$ cat src/rtl/hazard_ctrl_if.sv
// Decode-side inputs and forwarding/stall outputs of the hazard controller.
interface hazard_ctrl_if #(
  parameter int SEL_W = 3,
  parameter int CNT_W = 16
);
  logic [4:0]       rs_d;
  logic [4:0]       rt_d;
  logic [1:0]       tuse_rs_d;
  logic [1:0]       tuse_rt_d;
  logic [4:0]       a3_d;
  logic [1:0]       kind_d;
  logic [SEL_W-1:0] fwd_rs_d;
  logic [SEL_W-1:0] fwd_rt_d;
  logic [SEL_W-1:0] fwd_rs_e;
  logic [SEL_W-1:0] fwd_rt_e;
  logic [SEL_W-1:0] fwd_rt_m;
  logic             stall;
  logic             flush_e;
  logic [CNT_W-1:0] stall_cnt;

  modport master (
    output rs_d, rt_d, tuse_rs_d, tuse_rt_d, a3_d, kind_d,
    input  fwd_rs_d, fwd_rt_d, fwd_rs_e, fwd_rt_e, fwd_rt_m, stall, flush_e, stall_cnt
  );

  modport slave (
    input  rs_d, rt_d, tuse_rs_d, tuse_rt_d, a3_d, kind_d,
    output fwd_rs_d, fwd_rt_d, fwd_rs_e, fwd_rt_e, fwd_rt_m, stall, flush_e, stall_cnt
  );
endinterface

$ cat src/rtl/hazard_ctrl.sv
// Tracks in-flight register writes through E/M/W and derives forward selects,
// the stall/flush pair and a saturating stall counter.
module hazard_ctrl #(
  parameter int SEL_W = 3,
  parameter int CNT_W = 16
) (
  input logic          clk,
  input logic          reset,
  hazard_ctrl_if.slave hz
);

  typedef enum logic [1:0] {
    KIND_NONE = 2'd0,
    KIND_ALU  = 2'd1,
    KIND_DM   = 2'd2,
    KIND_PC   = 2'd3
  } kind_t;

  typedef struct packed {
    logic [4:0] rs;
    logic [4:0] rt;
    logic [4:0] a3;
    kind_t      kind;
    logic [1:0] tnew;
  } rec_t;

  localparam logic [SEL_W-1:0] SEL_RD   = SEL_W'(0);
  localparam logic [SEL_W-1:0] SEL_PC4E = SEL_W'(1);
  localparam logic [SEL_W-1:0] SEL_AO   = SEL_W'(2);
  localparam logic [SEL_W-1:0] SEL_PC4M = SEL_W'(3);
  localparam logic [SEL_W-1:0] SEL_WD   = SEL_W'(4);

  rec_t             rec_e, rec_m, rec_w;
  rec_t             rec_d, rec_m_next;
  logic             stall_w;
  logic [CNT_W-1:0] cnt_q;
  logic             unused_rec_bits;

  function automatic logic hit(input rec_t r, input logic [4:0] n);
    return (n != 5'd0) && (r.a3 == n) && (r.kind != KIND_NONE);
  endfunction

  // A dm result sitting in M is not yet available, so it yields "no forward".
  function automatic logic [SEL_W-1:0] sel_mw(input rec_t m, input rec_t w, input logic [4:0] n);
    logic [SEL_W-1:0] s;
    s = SEL_RD;
    if (hit(m, n)) begin
      case (m.kind)
        KIND_ALU: s = SEL_AO;
        KIND_PC:  s = SEL_PC4M;
        default:  s = SEL_RD;
      endcase
    end else if (hit(w, n)) begin
      s = SEL_WD;
    end
    return s;
  endfunction

  function automatic logic [SEL_W-1:0] sel_d(input rec_t e, input rec_t m, input rec_t w,
                                             input logic [4:0] n);
    if (hit(e, n)) return (e.kind == KIND_PC) ? SEL_PC4E : SEL_RD;
    return sel_mw(m, w, n);
  endfunction

  function automatic logic need_stall(input rec_t e, input rec_t m, input logic [4:0] n,
                                      input logic [1:0] tuse);
    return (tuse != 2'd3) &&
           ((hit(e, n) && (e.tnew > tuse)) || (hit(m, n) && (m.tnew > tuse)));
  endfunction

  always_comb begin
    rec_d      = '0;
    rec_d.rs   = hz.rs_d;
    rec_d.rt   = hz.rt_d;
    rec_d.a3   = hz.a3_d;
    rec_d.kind = kind_t'(hz.kind_d);
    case (rec_d.kind)
      KIND_ALU: rec_d.tnew = 2'd1;
      KIND_DM:  rec_d.tnew = 2'd2;
      default:  rec_d.tnew = 2'd0;
    endcase

    rec_m_next      = rec_e;
    rec_m_next.tnew = (rec_e.tnew != 2'd0) ? rec_e.tnew - 2'd1 : 2'd0;

    stall_w = need_stall(rec_e, rec_m, hz.rs_d, hz.tuse_rs_d) |
              need_stall(rec_e, rec_m, hz.rt_d, hz.tuse_rt_d);

    hz.fwd_rs_d  = sel_d(rec_e, rec_m, rec_w, hz.rs_d);
    hz.fwd_rt_d  = sel_d(rec_e, rec_m, rec_w, hz.rt_d);
    hz.fwd_rs_e  = sel_mw(rec_m, rec_w, rec_e.rs);
    hz.fwd_rt_e  = sel_mw(rec_m, rec_w, rec_e.rt);
    hz.fwd_rt_m  = hit(rec_w, rec_m.rt) ? SEL_WD : SEL_RD;
    hz.stall     = stall_w;
    hz.flush_e   = stall_w;
    hz.stall_cnt = cnt_q;
  end

  always_ff @(posedge clk) begin
    if (reset) begin
      rec_e <= '0;
      rec_m <= '0;
      rec_w <= '0;
      cnt_q <= '0;
    end else begin
      rec_w <= rec_m;
      rec_m <= rec_m_next;
      if (stall_w) rec_e <= '0;
      else         rec_e <= rec_d;
      if (stall_w && (cnt_q != '1)) cnt_q <= cnt_q + 1'b1;
    end
  end

  // Record fields carried for completeness but not consumed by any select.
  always_comb unused_rec_bits = ^{rec_m.rs, rec_w.rs, rec_w.rt, rec_w.tnew};

endmodule

$ cat src/flat_wrapper.sv
// flat-port wrapper written by rule: the top's interface ports become plain ports
module hazard_ctrl_flat 
#(
  parameter int SEL_W = 3,
  parameter int CNT_W = 16
)
  (clk, reset, hz_rs_d, hz_rt_d, hz_tuse_rs_d, hz_tuse_rt_d, hz_a3_d, hz_kind_d, hz_fwd_rs_d, hz_fwd_rt_d, hz_fwd_rs_e, hz_fwd_rt_e, hz_fwd_rt_m, hz_stall, hz_flush_e, hz_stall_cnt);
  hazard_ctrl_if #(.SEL_W(SEL_W), .CNT_W(CNT_W)) hz_i ();
  input logic clk;
  input logic reset;
  input wire logic [$bits(hz_i.rs_d)-1:0] hz_rs_d;
  input wire logic [$bits(hz_i.rt_d)-1:0] hz_rt_d;
  input wire logic [$bits(hz_i.tuse_rs_d)-1:0] hz_tuse_rs_d;
  input wire logic [$bits(hz_i.tuse_rt_d)-1:0] hz_tuse_rt_d;
  input wire logic [$bits(hz_i.a3_d)-1:0] hz_a3_d;
  input wire logic [$bits(hz_i.kind_d)-1:0] hz_kind_d;
  output wire logic [$bits(hz_i.fwd_rs_d)-1:0] hz_fwd_rs_d;
  output wire logic [$bits(hz_i.fwd_rt_d)-1:0] hz_fwd_rt_d;
  output wire logic [$bits(hz_i.fwd_rs_e)-1:0] hz_fwd_rs_e;
  output wire logic [$bits(hz_i.fwd_rt_e)-1:0] hz_fwd_rt_e;
  output wire logic [$bits(hz_i.fwd_rt_m)-1:0] hz_fwd_rt_m;
  output wire logic [$bits(hz_i.stall)-1:0] hz_stall;
  output wire logic [$bits(hz_i.flush_e)-1:0] hz_flush_e;
  output wire logic [$bits(hz_i.stall_cnt)-1:0] hz_stall_cnt;
  assign hz_i.rs_d = hz_rs_d;
  assign hz_i.rt_d = hz_rt_d;
  assign hz_i.tuse_rs_d = hz_tuse_rs_d;
  assign hz_i.tuse_rt_d = hz_tuse_rt_d;
  assign hz_i.a3_d = hz_a3_d;
  assign hz_i.kind_d = hz_kind_d;
  assign hz_fwd_rs_d = hz_i.fwd_rs_d;
  assign hz_fwd_rt_d = hz_i.fwd_rt_d;
  assign hz_fwd_rs_e = hz_i.fwd_rs_e;
  assign hz_fwd_rt_e = hz_i.fwd_rt_e;
  assign hz_fwd_rt_m = hz_i.fwd_rt_m;
  assign hz_stall = hz_i.stall;
  assign hz_flush_e = hz_i.flush_e;
  assign hz_stall_cnt = hz_i.stall_cnt;
  hazard_ctrl #(.SEL_W(SEL_W), .CNT_W(CNT_W)) u_core (.clk(clk), .reset(reset), .hz(hz_i));
endmodule
$ cat config.mk
export PLATFORM = sky130hd
export DESIGN_NAME = hazard_ctrl_flat
export DESIGN_NICKNAME = d
export VERILOG_FILES = /design/src/rtl/hazard_ctrl_if.sv /design/src/rtl/hazard_ctrl.sv /design/src/flat_wrapper.sv
export SDC_FILE = /design/constraint.sdc
export NUM_CORES = 1
export LEC_CHECK = 0
export CAP_MARGIN = 15
export CORE_ASPECT_RATIO = 0.75
export CORE_MARGIN = 3
export CORE_UTILIZATION = 50
export DETAILED_ROUTE_END_ITERATION = 12
export DONT_BUFFER_PORTS = 1
export PLACE_DENSITY = 0.72
export SLEW_MARGIN = 20
export SYNTH_ARGS = -nofsm -noshare
export SYNTH_HDL_FRONTEND = slang
export SYNTH_SLANG_ARGS = --single-unit
$ cat constraint.sdc
create_clock -name clk -period 2 [get_ports clk]
set_input_delay 0.4 -clock clk [delete_from_list [all_inputs] [get_ports clk]]
set_output_delay 0.4 -clock clk [all_outputs]
set_load 0.1 [all_outputs]
==> run summary <==
## Die
* core area: 0.00555 mm^2
* full die area: 0.00696 mm^2
* width of the die: 95.4 um
* y dimension of the die: 73.0 um
* Rows: 23
* initial standard-cell utilization of the core: 0.539
* io pins: 56

## Global route
* GRT overflow: 0
* total routing usage reported by global routing: 0.293
* routing layer with the top usage in global route: met2
* grt met3 use: 0.0918
* met1 track utilization from global routing: 0.382
* via count of the first global-routing pass: 2917
* global-route track usage on met2: 0.470
* first-pass GRT wire length: 15400 um
* maximum number of pins on one net before global-route repair: 47
* antenna violations before repair: 0

## Place
* total cell area at the placement stage: 0.00392 mm^2
* placer congestion estimate: 0.897
* post-detail-place hpwl: 6240 um
* number of I/O port buffers: 0
* number of placed instances with taps included: 470

## Synth
* count of synthesis-stage warnings from yosys: 0
* register area share after synthesis: 0.374
* synthesized instance count: 339
* number of distinct library cells after synthesis: 41
* Mean Syn Cell Area: 8.83 um^2
* post-synthesis instance area: 0.00299 mm^2
* synthesized flop and latch total: 56

## Layout
* Inserted Diodes: 0
* number of fill cells in the layout: 307
* Final Net Count: 448
* Cell Count, Final, Fillers Out: 491
* area grow syn2layout: 52.3%
* fraction of layout cells with a size suffix above 1: 0.524
* utilization after layout: 0.821
* final instance area: 0.00456 mm^2

## Detailed routing
* total via count after detailed routing: 2911
* DRT iter0 DRCs: 215
* residual DRC count: 0
* number of nets with antenna violations after detailed routing: 0
* average vias per placed instance: 5.93
* routed wire length per instance: 20.4 um
* number of iterations in the first detailed-routing pass: 5
* final wirelength: 10000 um

## STA
* Hold Worst Slack: 0.133 ns
* setup slack of the critical path after layout: -0.415 ns
* maximum achievable frequency: 0.414 GHz
* final setup skew: 0.00557 ns
* count of endpoints failing setup in the final report: 49
* Final min period: 2.42 ns
* Final Hold Vio Count: 0
* setup repair after global routing missed its margin: yes
* final cycle utilization of the critical path: 1.21
* max-slew violation total from the final report: 0

## Clocking
* CTS tree: built
* total clock buffers created by CTS: 5
* clock-pin transition on the worst setup and hold timing paths: 0.10 ns
* H-tree depth: 2
* TritonCTS Sinks: 56
* Clk Latency, worst-skew pair: 0.32 ns
* cell at the root of the clock tree: sky130_fd_sc_hd__clkbuf_8
* maximum root-to-sink buffer count: 2

## Status
* violated checks: setup timing
* status: finished with violations

## Critical path
* required time at the worst-slack endpoint: 1.60 ns
* type of the worst setup path: reg2out
* type of origin of the critical path: flop
* type of element capturing the critical path: primary output
* arrival time worst endpoint: 2.02 ns
* largest fanout on the critical path: 4

## Power and ir drop
* VDD IR max: 0.000395 V
* total power per unit cell area: 507 mW/mm^2
* leakage power: 0.00183 uW

## Run
* number of max-cap violations: 0

## Hold path
* Hold Crit Class: in2reg

-- synthesized netlist by cell type, drive strengths merged --
master	count	area [um^2]
a21oi	16	80.1
a221oi	9	85.1
a22o	2	35.0
a32o	2	20.0
a41o	1	10.0
and2	16	100
and3	6	37.5
and4	2	20.0
buf	12	95.1
clkbuf	10	37.5
conb	1	3.75
dfxtp	56	1120
ha	10	125
inv	20	75.1
mux2	1	11.3
mux2i	1	10.0
nand2	10	37.5
nand3	10	55.1
nand4	7	43.8
nor2	27	101
nor2b	17	106
nor3	10	50.1
nor4	8	50.1
nor4b	3	41.3
o211ai	1	7.51
o21ai	12	63.8
o22ai	1	6.26
o31ai	1	7.51
or2	1	6.26
or3	9	56.3
or4	7	56.3
xnor2	25	219
xor2	25	219
-- state kept, by name (all words and copies together) (netlist names) --
name                 count
u_core.rec_e            19
u_core.hz.stall_cnt     16
u_core.rec_m            14
u_core.rec_w             7
-- worst max-delay path, cell delays in order, from the launching register on --
cell,delay (ns)
sky130_fd_sc_hd__dfxtp_4,0.39
sky130_fd_sc_hd__buf_6,0.14
sky130_fd_sc_hd__xnor2_2,0.14
sky130_fd_sc_hd__nand4_1,0.18
sky130_fd_sc_hd__nor4_4,0.43
sky130_fd_sc_hd__and3_4,0.27
sky130_fd_sc_hd__buf_12,0.17
-- power by group --
group	leakage (uW)	switching [uW]	total, uW	internal [uW]
registers	0.000481	49.0	1180	1130
clock network	0.0000523	392	714	321
logic	0.00130	208	415	207
total	0.00183	649	2310	1660
-- metal layers --
metal  routed length (um)  share of wire  vias to the layer above
li1                     -              -                     1326
met1                 4160           0.42                     1388
met2                 4650           0.46                      168
met3                  969          0.097                       29
met4                  238          0.024                        0
met5                    0              0                        -
-- final cells by class --
type / count / area, um^2 / share of cell area
multi-input combinational: 242 / 2150 / 0.471
inverter: 20 / 75.1 / 0.0165
timing repair buffer: 90 / 913 / 0.200
sequential: 56 / 1220 / 0.268
clock inverter: 2 / 12.5 / 0.00274
tap: 75 / 93.8 / 0.0206
clock buffer: 6 / 93.8 / 0.0206
-- cell usage in the layout (no fill, tap or decap), types with 7 or more instances in the layout --
| cell | count |
|---|---|
| sky130_fd_sc_hd__buf_4 | 57 |
| sky130_fd_sc_hd__xor2_1 | 25 |
| sky130_fd_sc_hd__ha_1 | 9 |
| sky130_fd_sc_hd__a21oi_1 | 9 |
| sky130_fd_sc_hd__xnor2_2 | 17 |
| sky130_fd_sc_hd__dfxtp_2 | 17 |
| sky130_fd_sc_hd__nand4_1 | 7 |
| sky130_fd_sc_hd__nand3_1 | 8 |
| sky130_fd_sc_hd__nor2_1 | 20 |
| sky130_fd_sc_hd__xnor2_1 | 8 |
| sky130_fd_sc_hd__buf_6 | 20 |
| sky130_fd_sc_hd__nor2_4 | 7 |
| sky130_fd_sc_hd__nand2_1 | 8 |
| sky130_fd_sc_hd__nor3_1 | 7 |
| sky130_fd_sc_hd__and2_1 | 11 |
| sky130_fd_sc_hd__dfxtp_4 | 21 |
| sky130_fd_sc_hd__o21ai_0 | 9 |
| sky130_fd_sc_hd__dfxtp_1 | 18 |
| sky130_fd_sc_hd__buf_12 | 13 |
| sky130_fd_sc_hd__nor2b_1 | 16 |
| sky130_fd_sc_hd__inv_1 | 19 |
-- through the flow --
stage | setup WS (ns) | power, uW | setup TNS (ns)
finish | -0.415 | 2310 | -8.78
global placement | -0.111 | 1510 | -1.14
detailed placement | -0.183 | 1530 | -3.22
floorplan | -0.533 | 1450 | -3.05
global route | -0.476 | 2400 | -11.73
CTS | -0.354 | 2270 | -6.51
-- kinds of logic after synthesis --
kind of cell,Yosys count,synth area share
adder cells (fa/ha/maj),10,0.0418
AND/OR/NAND/NOR,133,0.254
AO/OA/AOI/OAI,45,0.105
flip-flops,56,0.374
other,1,0.00125
multiplexers,2,0.00710
XOR/XNOR,50,0.146
buffers and inverters,42,0.0694
-- worst paths after layout --
check | start | to | slack [ns] | depth (start not counted)
setup reg to reg | u_core.rec_e[8] | u_core.hz.stall_cnt[15] | -0.20 | 9
setup / recovery | u_core.rec_m[7] | hz_fwd_rs_e[0] | -0.42 | 6
hold reg to reg | u_core.rec_e[0] | u_core.rec_m[0] | 0.42 | 1
hold / removal | reset | u_core.hz.stall_cnt[7] | 0.13 | 1
-- repair_timing --
item / CTS / global route
pin swaps: 27 / 27
buffers inserted: 9 / 5
hold buffers: 0 / 0
cloned: 1 / 0
setup endpoints to repair: 34 / 50
resized for setup: 83 / 33
Note: power is estimated with default switching activity, not from simulation.
